<file path="config.mk">
export PLATFORM = sky130hd
export DESIGN_NAME = baud_gen_multi
export DESIGN_NICKNAME = d
export VERILOG_FILES = /design/src/rtl/baud_gen_multi.sv
export SDC_FILE = /design/constraint.sdc
export NUM_CORES = 1
export LEC_CHECK = 0
export CAP_MARGIN = 20
export CORE_ASPECT_RATIO = 0.6
export CORE_MARGIN = 1.5
export CORE_UTILIZATION = 60
export CTS_BUF_LIST = sky130_fd_sc_hd__clkbuf_16
export CTS_CLUSTER_SIZE = 28
export DETAILED_ROUTE_END_ITERATION = 8
export HOLD_SLACK_MARGIN = 0.08
export PLACE_DENSITY = 0.86
export SLEW_MARGIN = 5
export SYNTH_ARGS = -nofsm -noshare
export SYNTH_HDL_FRONTEND = slang
export SYNTH_SLANG_ARGS = --single-unit
</file>
<file path="constraint.sdc">
create_clock -name clock_i -period 16.5 [get_ports clock_i]
set_input_delay 1.65 -clock clock_i [delete_from_list [all_inputs] [get_ports clock_i]]
set_output_delay 1.65 -clock clock_i [all_outputs]
set_load 0.005 [all_outputs]
</file>
<file path="src/rtl/baud_gen_multi.sv">
// UART baud generator: table/custom divisor, oversample tick, bit tick, square-wave baud_out.
// Latency: all outputs registered (1 cycle); free-running source, no backpressure.
module baud_gen_multi #(
    parameter int unsigned CLK_FREQ   = 50_000_000,
    parameter int unsigned OVERSAMPLE = 16,
    parameter int unsigned CNT_W      = 16
) (
    input  logic             clock_i,
    input  logic             reset_i,
    input  logic             enable_i,
    input  logic             resync_i,
    input  logic [2:0]       baud_sel_i,
    input  logic [CNT_W-1:0] div_custom_i,
    output logic [CNT_W-1:0] active_div_o,
    output logic             os_tick_o,
    output logic             bit_tick_o,
    output logic             baud_out_o
);

    localparam int unsigned OS_W = $clog2(OVERSAMPLE);

    function automatic longint unsigned div_of(input longint unsigned baud);
        longint unsigned den;
        den = longint'(OVERSAMPLE) * baud;
        return (longint'(CLK_FREQ) + den / 2) / den;
    endfunction

    localparam longint unsigned DIV0 = div_of(2400);
    localparam longint unsigned DIV1 = div_of(4800);
    localparam longint unsigned DIV2 = div_of(9600);
    localparam longint unsigned DIV3 = div_of(19200);
    localparam longint unsigned DIV4 = div_of(38400);
    localparam longint unsigned DIV5 = div_of(57600);
    localparam longint unsigned DIV6 = div_of(115200);

    // The slowest rate has the largest divisor, so checking it covers the whole table.
    if (OVERSAMPLE < 2) begin : g_bad_os
        $error("baud_gen_multi: OVERSAMPLE must be >= 2");
    end
    if (DIV0 > ((64'd1 << CNT_W) - 64'd1)) begin : g_bad_cnt_w
        $error("baud_gen_multi: CNT_W too narrow for table divisors");
    end

    logic [CNT_W-1:0] raw_div;
    logic [CNT_W-1:0] next_div;

    always_comb begin
        raw_div = div_custom_i;
        case (baud_sel_i)
            3'd0:    raw_div = CNT_W'(DIV0);
            3'd1:    raw_div = CNT_W'(DIV1);
            3'd2:    raw_div = CNT_W'(DIV2);
            3'd3:    raw_div = CNT_W'(DIV3);
            3'd4:    raw_div = CNT_W'(DIV4);
            3'd5:    raw_div = CNT_W'(DIV5);
            3'd6:    raw_div = CNT_W'(DIV6);
            default: raw_div = div_custom_i;
        endcase
        next_div = (raw_div < CNT_W'(2)) ? CNT_W'(2) : raw_div;
    end

    logic [CNT_W-1:0] cnt_q, cnt_d;
    logic [OS_W-1:0]  os_cnt_q, os_cnt_d;
    logic [CNT_W-1:0] active_div_q, active_div_d;
    logic             os_tick_q, os_tick_d;
    logic             bit_tick_q, bit_tick_d;
    logic             baud_out_q, baud_out_d;
    logic             wrap;

    assign wrap = (cnt_q == (active_div_q - 1'b1));

    always_comb begin
        cnt_d        = cnt_q;
        os_cnt_d     = os_cnt_q;
        active_div_d = active_div_q;
        os_tick_d    = 1'b0;
        bit_tick_d   = 1'b0;
        baud_out_d   = baud_out_q;
        if (!enable_i) begin
            cnt_d        = '0;
            os_cnt_d     = '0;
            baud_out_d   = 1'b0;
            active_div_d = next_div;
        end else if (resync_i) begin
            cnt_d      = '0;
            os_cnt_d   = '0;
            baud_out_d = 1'b1;
        end else begin
            // Divisor only changes at the wrap so no period is ever cut short or stretched.
            if (wrap) begin
                cnt_d        = '0;
                os_tick_d    = 1'b1;
                active_div_d = next_div;
                if (os_cnt_q == OS_W'(OVERSAMPLE - 1)) begin
                    os_cnt_d   = '0;
                    bit_tick_d = 1'b1;
                end else begin
                    os_cnt_d = os_cnt_q + 1'b1;
                end
            end else begin
                cnt_d = cnt_q + 1'b1;
            end
            baud_out_d = ({1'b0, cnt_d} < (({1'b0, active_div_d} + 1'b1) >> 1));
        end
    end

    always_ff @(posedge clock_i) begin
        if (reset_i) begin
            cnt_q        <= '0;
            os_cnt_q     <= '0;
            active_div_q <= next_div;
            os_tick_q    <= 1'b0;
            bit_tick_q   <= 1'b0;
            baud_out_q   <= 1'b0;
        end else begin
            cnt_q        <= cnt_d;
            os_cnt_q     <= os_cnt_d;
            active_div_q <= active_div_d;
            os_tick_q    <= os_tick_d;
            bit_tick_q   <= bit_tick_d;
            baud_out_q   <= baud_out_d;
        end
    end

    assign active_div_o = active_div_q;
    assign os_tick_o    = os_tick_q;
    assign bit_tick_o   = bit_tick_q;
    assign baud_out_o   = baud_out_q;

endmodule

</file>
After elaboration in Yosys (flattened, before gate mapping)
Index checks and enable logic that the tools add are counted.
{"block": "word_totals", "register_bits": 39, "input_bits": 23, "out_inout_bits": 19, "wordCells": 42}
{"block": "op_classes", "add_sub_neg": 4, "magnitude_cmp": 2, "n_eq_ne": 9, "mux": 15, "n_bitwise": 2, "reduce_logical": 4}
{"operator": "16-bit two-way mux", "count": 10}
{"operator": "16-bit case mux with 7 select lines", "count": 1}
{"operator": "16-bit by 1-bit adder with 17-bit output, second input constant", "count": 1}
{"operator": "16-bit by 1-bit adder with 16-bit output, second input constant", "count": 1}
{"operator": "16-bit equality test", "count": 1}
{"operator": "16-bit less-than comparator", "count": 1}
{"operator": "16-bit by 2-bit less-than comparator with 1-bit output, second input constant", "count": 1}
{"operator": "16-bit by 1-bit subtractor with 16-bit output, second input constant", "count": 1}
{"operator": "3-bit equality test, second input constant", "count": 3}
{"operator": "3-bit by 2-bit equality test with 1-bit output, second input constant", "count": 2}
{"operator": "4-bit by 1-bit adder with 4-bit output, second input constant", "count": 1}
{"operator": "4-bit equality test, second input constant", "count": 1}
{"operator": "4-bit two-way mux", "count": 1}
{"operator": "4-bit OR reduction", "count": 1}
{"operator": "3-bit by 1-bit equality test with 1-bit output, second input constant", "count": 1}
{"operator": "3-bit logical NOT", "count": 1}
{"operator": "1-bit two-way mux", "count": 3}
{"operator": "3-bit inequality test, second input constant", "count": 1}
{"operator": "3-bit OR reduction", "count": 1}
{"operator": "1-bit NOT", "count": 2}
{"operator": "2-bit OR reduction", "count": 1}

Depth between registers and ports, before layout
Gate-level depths: netlist (run 1).
{"block": "logic_depth", "ltp_word": 10, "mapped_depth": 25, "ltp_nobuf": 22}

Worst setup path after synthesis (run 1)
Ideal clock, no wire load.
{"block": "synth_path", "path_kind": "in2reg", "startpoint": "input baud_sel_i[0]", "endpoint": "register baud_out_q (netlist: baud_out_o)", "setup_ns": 0.078, "arrival_time_ns": 6.011, "t_required_ns": 16.422, "path_slack_ns": 10.412, "stages": 25, "n_path_buf": 3, "cell_sequence": "clkbuf_1 -> clkbuf_1 -> inv_1 -> ha_1 -> a21oi_1 -> nor2_1 -> or3_1 -> nor2_1 -> or2_2 -> mux2_2 -> ha_1 -> clkbuf_1 -> nand3_1 -> nor2_1 -> nand4_1 -> xor2_1 -> mux2_2 -> ha_1 -> a21o_1 -> a21o_1 -> a21oi_1 -> o21ai_0 -> a211oi_1 -> nor3_1 -> nor3_1"}
{"block": "synth_between", "elab_chain_len": 10, "elab_cells_between_ends": 16, "classes_between": "1 x add/sub; 2 x order compare; 6 x eq/ne; 6 x mux; 1 x reduce/logical"}
{"element": "from (decl)", "line": "12", "rtl": "input logic [2:0] baud_sel_i,"}
{"element": "3-bit equality test, or another cell as far along", "line": "49", "rtl": "case (baud_sel_i)"}
{"element": "16-bit case mux with 7 select lines (*)", "line": "49"}
{"element": "16-bit by 2-bit less-than comparator with 1-bit output", "line": "59", "rtl": "next_div = (raw_div < CNT_W'(2)) ? CNT_W'(2) : raw_div;"}
{"element": "16-bit two-way mux (*)", "line": "59"}
{"element": "16-bit two-way mux (*)", "line": "90", "rtl": "if (wrap) begin"}
{"element": "16-bit two-way mux (*)", "line": "84", "rtl": "end else if (resync_i) begin"}
{"element": "16-bit two-way mux (*)", "line": "79", "rtl": "if (!enable_i) begin"}
{"element": "16-bit by 1-bit adder with 17-bit output (*)", "line": "103", "rtl": "baud_out_d = ({1'b0, cnt_d} < (({1'b0, active_div_d} + 1'b1) >> 1));"}
{"element": "16-bit less-than comparator (*)", "line": "103"}
{"element": "1-bit two-way mux (*)", "line": "84"}
{"element": "to (signal assigned)", "line": "121", "rtl": "baud_out_q <= baud_out_d;"}
{"element": "to (decl)", "line": "67", "rtl": "logic baud_out_q, baud_out_d;"}
Every way passes the cells marked *; elsewhere a longest branch is shown, timed or not. The select of a mux whose other input is x is not followed.
A chain may end at the register's enable or synchronous reset.

Worst setup path after layout (run 1)
Ends and elaborated chain as after synthesis.

==> results of run 1 <==
## flip-flops by register name, indices dropped and copies added, names as in the netlist
signal        flops
cnt_q            16
baud_out_o        1
active_div_o     16
bit_tick_o        1
os_cnt_q          4
os_tick_o         1
## per-stage QoR
stage | utilization [%] | setup slack, ps
2_1_floorplan | - | 10410
3_3_place_gp | 68.8 | 9770
3_5_place_dp | 68.8 | 9480
4_1_cts | 71.4 | 9720
5_1_grt | 71.4 | 9160
6_report | 71.4 | 9620
## synthesized netlist by cell type, drive strengths merged (3+ instances only)
| cell | n |
|---|---|
| a211oi | 3 |
| a21o | 4 |
| a21oi | 9 |
| a31oi | 4 |
| and2 | 3 |
| and3 | 10 |
| buf | 9 |
| clkbuf | 21 |
| dfxtp | 23 |
| edfxtp | 16 |
| ha | 21 |
| inv | 18 |
| mux2 | 17 |
| mux2i | 18 |
| nand2 | 30 |
| nand2b | 9 |
| nand3 | 19 |
| nand3b | 6 |
| nand4 | 8 |
| nor2 | 48 |
| nor2b | 6 |
| nor3 | 27 |
| nor4 | 11 |
| nor4b | 3 |
| o21ai | 15 |
| or4 | 10 |
| xnor2 | 36 |
| xor2 | 22 |
## report_power, final
part	internal, W	leakage [nW]	switching [W]
clock	0.0000645	0.0794	0.0000421
sequential	0.000106	0.361	0.0000137
combinational	0.0000379	1.16	0.0000387
total	0.000209	1.60	0.0000945
## worst min path at each step
stage,from,depth (start not counted),endpoint
2_1_floorplan,os_cnt_q[1],2,os_cnt_q[1]
6_report,os_cnt_q[1],2,os_cnt_q[1]
3_5_place_dp,os_cnt_q[2],2,os_cnt_q[2]
4_1_cts,os_cnt_q[2],2,os_cnt_q[2]
5_1_grt,os_cnt_q[2],1,bit_tick_o
3_3_place_gp,os_cnt_q[1],2,os_cnt_q[1]
## layout make-up
type / instances / area [µm²] / area share (%)
clock buffers: 6 / 150 / 3.43
clock inverters: 2 / 8.76 / 0.200
inverters: 18 / 67.6 / 1.54
multi-input cells: 380 / 2690 / 61.4
flip-flops and latches: 39 / 941 / 21.5
well taps: 84 / 105 / 2.40
repair buffers: 42 / 418 / 9.54
## critical path: cells and delay by family
kind,cells,cell delay [ps]
AO/OA/AOI/OAI,6,1030
adder cells (fa/ha/maj),3,980
XOR/XNOR,1,230
buffers and inverters,2,1050
AND/OR/NAND/NOR,9,1720
multiplexers,2,440
## layer usage
layer  up-vias  wire (µm)  global-route usage [%]
li1       1731          -                       -
met1      1715       5000                    47.8
met2       203       4430                    48.7
met3        16       1290                    10.5
met4         0        118                    7.94
met5         -          0                       0
## kinds of logic after synthesis
| family | after synthesis |
|---|---|
| simple gates | 202 |
| compound gates | 64 |
| xor+xnor | 58 |
| buf+inv | 48 |
| flops | 39 |
| mux | 35 |
| fa+ha+maj | 21 |
==> flow_summary.toml, run 1 <==
[critical_path]
path_class = "primary input to register"
cp_max_fo = 19
r2r_slack_ps = 10320
arrival_ps = 7090
crit_required_ps = 16710
r2r_end = "baud_out_o"
crit_start = "baud_sel_i[0]"
crit_chain = "clkdlybuf4s50_1, inv_1, ha_1, a21oi_1, nor2_1, or3_1, nor2_1, or2_2, mux2_2, ha_1, nand3_1, nor2_1, nand4_1, xor2_1, mux2_2, ha_1, a21o_1, a21o_1, a21oi_1, o21ai_0, a211oi_1, nor3_1, nor3_1"
r2r_start = "active_div_o[4]"
ff2ff_path_depth = 20
cp-end-kind = "register"
endpoint = "baud_out_o"
critPathSlowestCell = "clkdlybuf4s50_1"
cpPeakStageDelay_ps = 850
start_kind = "primary input"

[logic_synthesis]
yosys_warnings = 0
synthDominantCellAreaShare_pct = 12.6
synth_edf_count = 16
synth_simple_gate_area_share_pct = 28.4
synth_compound_area_share_pct = 11.6
syn_area_per_cell_um2 = 8.20
synthesis.nets = 511
synth_top_family_by_area = "simple AND/OR/NAND/NOR gates"
syn_area_um2 = 3830
synth-xor-area-share_pct = 13.3
async_flop_share_pct = 0
yosysTopAreaCell = "edfxtp_1"
yosysSeqAreaShare_pct = 24.6
syn_inst = 467
synth-seq-cells = 39
synthFlopType = "dfxtp_1"
synthAdderAreaFrac_pct = 6.86
synthTopCellsByArea = "edfxtp_1, dfxtp_1, xnor2_1, ha_1, xor2_1"
muxShareOfSynthArea_pct = 10.1
synth_cell_types = 64

[sta]
skew_ps = 5.61
hold_ws_ps = 540
worst_pin_slew_ps = 956
slew_headroom_pct = 36.2
post-route-min-period_ps = 6880
fmax_mhz = 145
setup_viol = 0
slew_viol_final = 0
period_share_pct = 41.7
hold_viol = 0
tns_ps = 0
rsz0062_at_grt = "false"

[placed_design]
dpl.hpwl_mm = 8.16
dpl_cell_area_um2 = 4220
place_inst = 563
port_buffers = 41
gp_congestion = 0.950

[pwr]
p_leak_nw = 1.60
irDropWorstVdd_mv = 0.0415
totalPowerFinal_w = 0.000303
p_per_area_nw_per_um2 = 69.2

[floorplan]
core_area_um2 = 6140
start_util_pct = 62.4
chipWidth_um = 106
num_io_pins = 42
rows = 22
fp.dieH_um = 64.9
fp.dieArea_um2 = 6880

[final_layout]
most-common-layout-cells = "nor2_1, clkdlybuf4s50_1, xnor2_1, nand2_1, nor3_1"
mostFrequentLayoutCell = "nor2_1"
final_area_um2 = 4380
fin_nets = 530
final_cell_count_no_fill = 571
fillers = 485
diodes = 0
drive_gt1_share_pct = 7.19
syn_to_final_growth_pct = 14.4

[drt]
first_iter_violations = 459
num_vias = 3665
vias_per_cell = 6.42
wl_per_cell_um = 19.0
drtAntennaViolNets = 0
drc_errors = 0
drt_first_pass_iters = 5
wirelength_mm = 10.8

[cts]
clock_latency_ps = 290
htree_levels = 2
tritoncts = "yes"
cts_setup_buffers = 0
cts_buffer_depth = 2
cts_root_buf = "clkbuf_16"
cts.sinks = 39
cts_resized = 0
clk_pin_slew_ps = 60
cts_hold_buf = 0
cts_buffers = 5

[global_routing]
grt_pass1_wl_mm = 17.9
antenna_found_initial = 0
grt_overflow = 0
grt_max_degree = 43
first_global_vias = 3452
grtUsageTotal_pct = 33.5

[worst_hold_path]
hold_path_class = "register to register"

[job]
drv_cap = 0

[outcome]
outcome = "finished clean"
No activity file was read; power rests on OpenSTA's default activity.
==> run 2: changes to the inputs <==
--- a/config.mk
+++ b/config.mk
@@ -8,12 +8,12 @@
 export CAP_MARGIN = 20
 export CORE_ASPECT_RATIO = 0.6
 export CORE_MARGIN = 1.5
-export CORE_UTILIZATION = 60
+export CORE_UTILIZATION = 58
 export CTS_BUF_LIST = sky130_fd_sc_hd__clkbuf_16
 export CTS_CLUSTER_SIZE = 28
 export DETAILED_ROUTE_END_ITERATION = 8
 export HOLD_SLACK_MARGIN = 0.08
-export PLACE_DENSITY = 0.86
+export PLACE_DENSITY = 0.84
 export SLEW_MARGIN = 5
 export SYNTH_ARGS = -nofsm -noshare
 export SYNTH_HDL_FRONTEND = slang
==> constraint.sdc (replaced) <==
create_clock -name clock_i -period 6.4 [get_ports clock_i]
set_input_delay 0.64 -clock clock_i [delete_from_list [all_inputs] [get_ports clock_i]]
set_output_delay 0.64 -clock clock_i [all_outputs]
set_load 0.005 [all_outputs]
==> run 2 against run 1 <==
Clock skew about the same. Die area increased by 3.3%. Register-to-register slack got worse by 9900 ps. Hold slack better by 4.2 ps. Power grew to 2.5 times the previous value. First-iteration DRC count rose by 4.4%. Critical path type is now register to register. Largest power group unchanged.
==> flow_summary.toml, run 2 (synthesis gave the netlist of run 1 again) <==
[outcome]
outcome = "finished clean"

[final_layout]
fin_nets = 540
fillers = 489
drive_gt1_share_pct = 8.85
regArea_um2 = 941
mostFrequentLayoutCell = "nor2_1"
most-common-layout-cells = "nor2_1, clkdlybuf4s50_1, xnor2_1, nand2_1, nor3_1"
multiInputGateArea_um2 = 2690
syn_to_final_growth_pct = 15.9
diodes = 0

[pwr]
p_per_area_nw_per_um2 = 172
power_frac_clock_pct = 32.0
power_frac_seq_pct = 38.7
p_int_w = 0.000519
irDropWorstVdd_mv = 0.144
power_frac_comb_pct = 29.3
p_sw_w = 0.000245
p_leak_nw = 1.64
p_sw_share_pct = 32.1

[cts]
cts_resized = 0
clock_latency_ps = 290
htree_levels = 2
cts.sinks = 39
cts_buffers = 5
cts_buffer_depth = 2
cts_hold_buf = 0
clk_pin_slew_ps = 60
cts_root_buf = "clkbuf_16"
tritoncts = "yes"
cts_setup_buffers = 0

[critical_path]
arrival_ps = 6220
path_class = "register to register"
start_kind = "register"
crit_chain = "inv_1, ha_1, or3b_1, nor4b_1, mux2i_1, a211oi_1, nor4_4, buf_4, mux2_2, ha_1, nand3_1, nor2_1, nand4_1, xor2_1, mux2_2, ha_1, a21o_1, a21o_1, a21oi_1, o21ai_0, a211oi_1, nor3_1, nor3_1"
crit_required_ps = 6610
cp-end-kind = "register"
cp.buffers_inverters = 2
crit_family = "simple AND/OR/NAND/NOR gates"
path_common_cell = "ha_1"
cpPeakStageDelay_ps = 520
critPathSlowestCell = "edfxtp_1"
cp_max_fo = 9

[worst_hold_path]
hold_path_class = "register to register"

[sta]
period_share_pct = 93.9
hold_viol = 0
fmax_mhz = 166
setup_viol = 0
post-route-min-period_ps = 6010
tns_ps = 0
fin_ws_ps = 389
skew_ps = 5.52
slew_headroom_pct = 33.1
rsz0062_at_grt = "false"
slew_viol_final = 0
worst_pin_slew_ps = 1000
hold_ws_ps = 544

[drt]
wirelength_mm = 11.4
first_iter_violations = 479
vias_per_cell = 6.54
wl_per_cell_um = 19.6
num_vias = 3801
drt_first_pass_iters = 5
drtAntennaViolNets = 0
drc_errors = 0

[floorplan]
chipWidth_um = 108
fp.dieH_um = 65.9
core_area_um2 = 6250
num_io_pins = 42
fp.dieArea_um2 = 7110
rows = 22
start_util_pct = 61.3

[global_routing]
grt_max_degree = 38
first_global_vias = 3618
grt_pass1_wl_mm = 18.6
antenna_found_initial = 0
grt_overflow = 0
grtUsageTotal_pct = 34.2

[placed_design]
port_buffers = 41
dpl.hpwl_mm = 8.93
dpl_worst_slack_ps = 535
gp_congestion = 0.938

[job]
drv_cap = 0
[run 2: cell count changes in the layout (fill, tap and decap cells not counted), sizes merged]
cell	change
clkbuf	-1
clkinv	-1
buf	+10
inv	+2
[run 2: worst paths after layout]
kind | start | to | slack, ps | cells past startpoint
min reg2reg | os_cnt_q[1] | os_cnt_q[1] | 540 | 2
min | os_cnt_q[1] | os_cnt_q[1] | 540 | 2
max | active_div_o[0] | baud_out_o | 390 | 23
max reg2reg | active_div_o[0] | baud_out_o | 390 | 23
[run 2: cell type report]
class	count	area share [%]
well taps	84	2.37
multi-input cells	380	60.7
clock buffers	5	2.82
flip-flops and latches	39	21.2
inverters	18	1.52
clock inverters	3	0.282
repair buffers	52	11.1
[run 2: per-layer routing]
metal  global-route usage, %  up-vias  share of wire [%]
met5                       0        -                  0
met3                    10.1       26                 12
met2                    51.2      240                 42
met1                    47.8     1791                 44
met4                    9.70        0                1.9
li1                        -     1744                  -
[run 2: worst min-delay path: stages (launching register included)]
cell     delay [ps]
dfxtp_1         320
mux2i_1         120
nor2_1           50
[run 2: through the flow]
stage	util (%)	instances	power [W]	instance area [µm²]
floorplan	-	467	0.000430	3830
global placement	68.8	573	0.000508	4300
detailed placement	68.8	573	0.000517	4300
CTS	71.0	581	0.000759	4430
global route	71.0	581	0.000794	4430
finish	71.0	581	0.000764	4430
[run 2: power groups by stage]
stage	clock (W)	combinational [W]	sequential (W)
after floorplan	0	0.000139	0.000290
after global placement	0	0.000210	0.000299
after detailed placement	0	0.000217	0.000300
after CTS	0.000245	0.000219	0.000295
after global routing	0.000257	0.000239	0.000298
final	0.000244	0.000224	0.000296
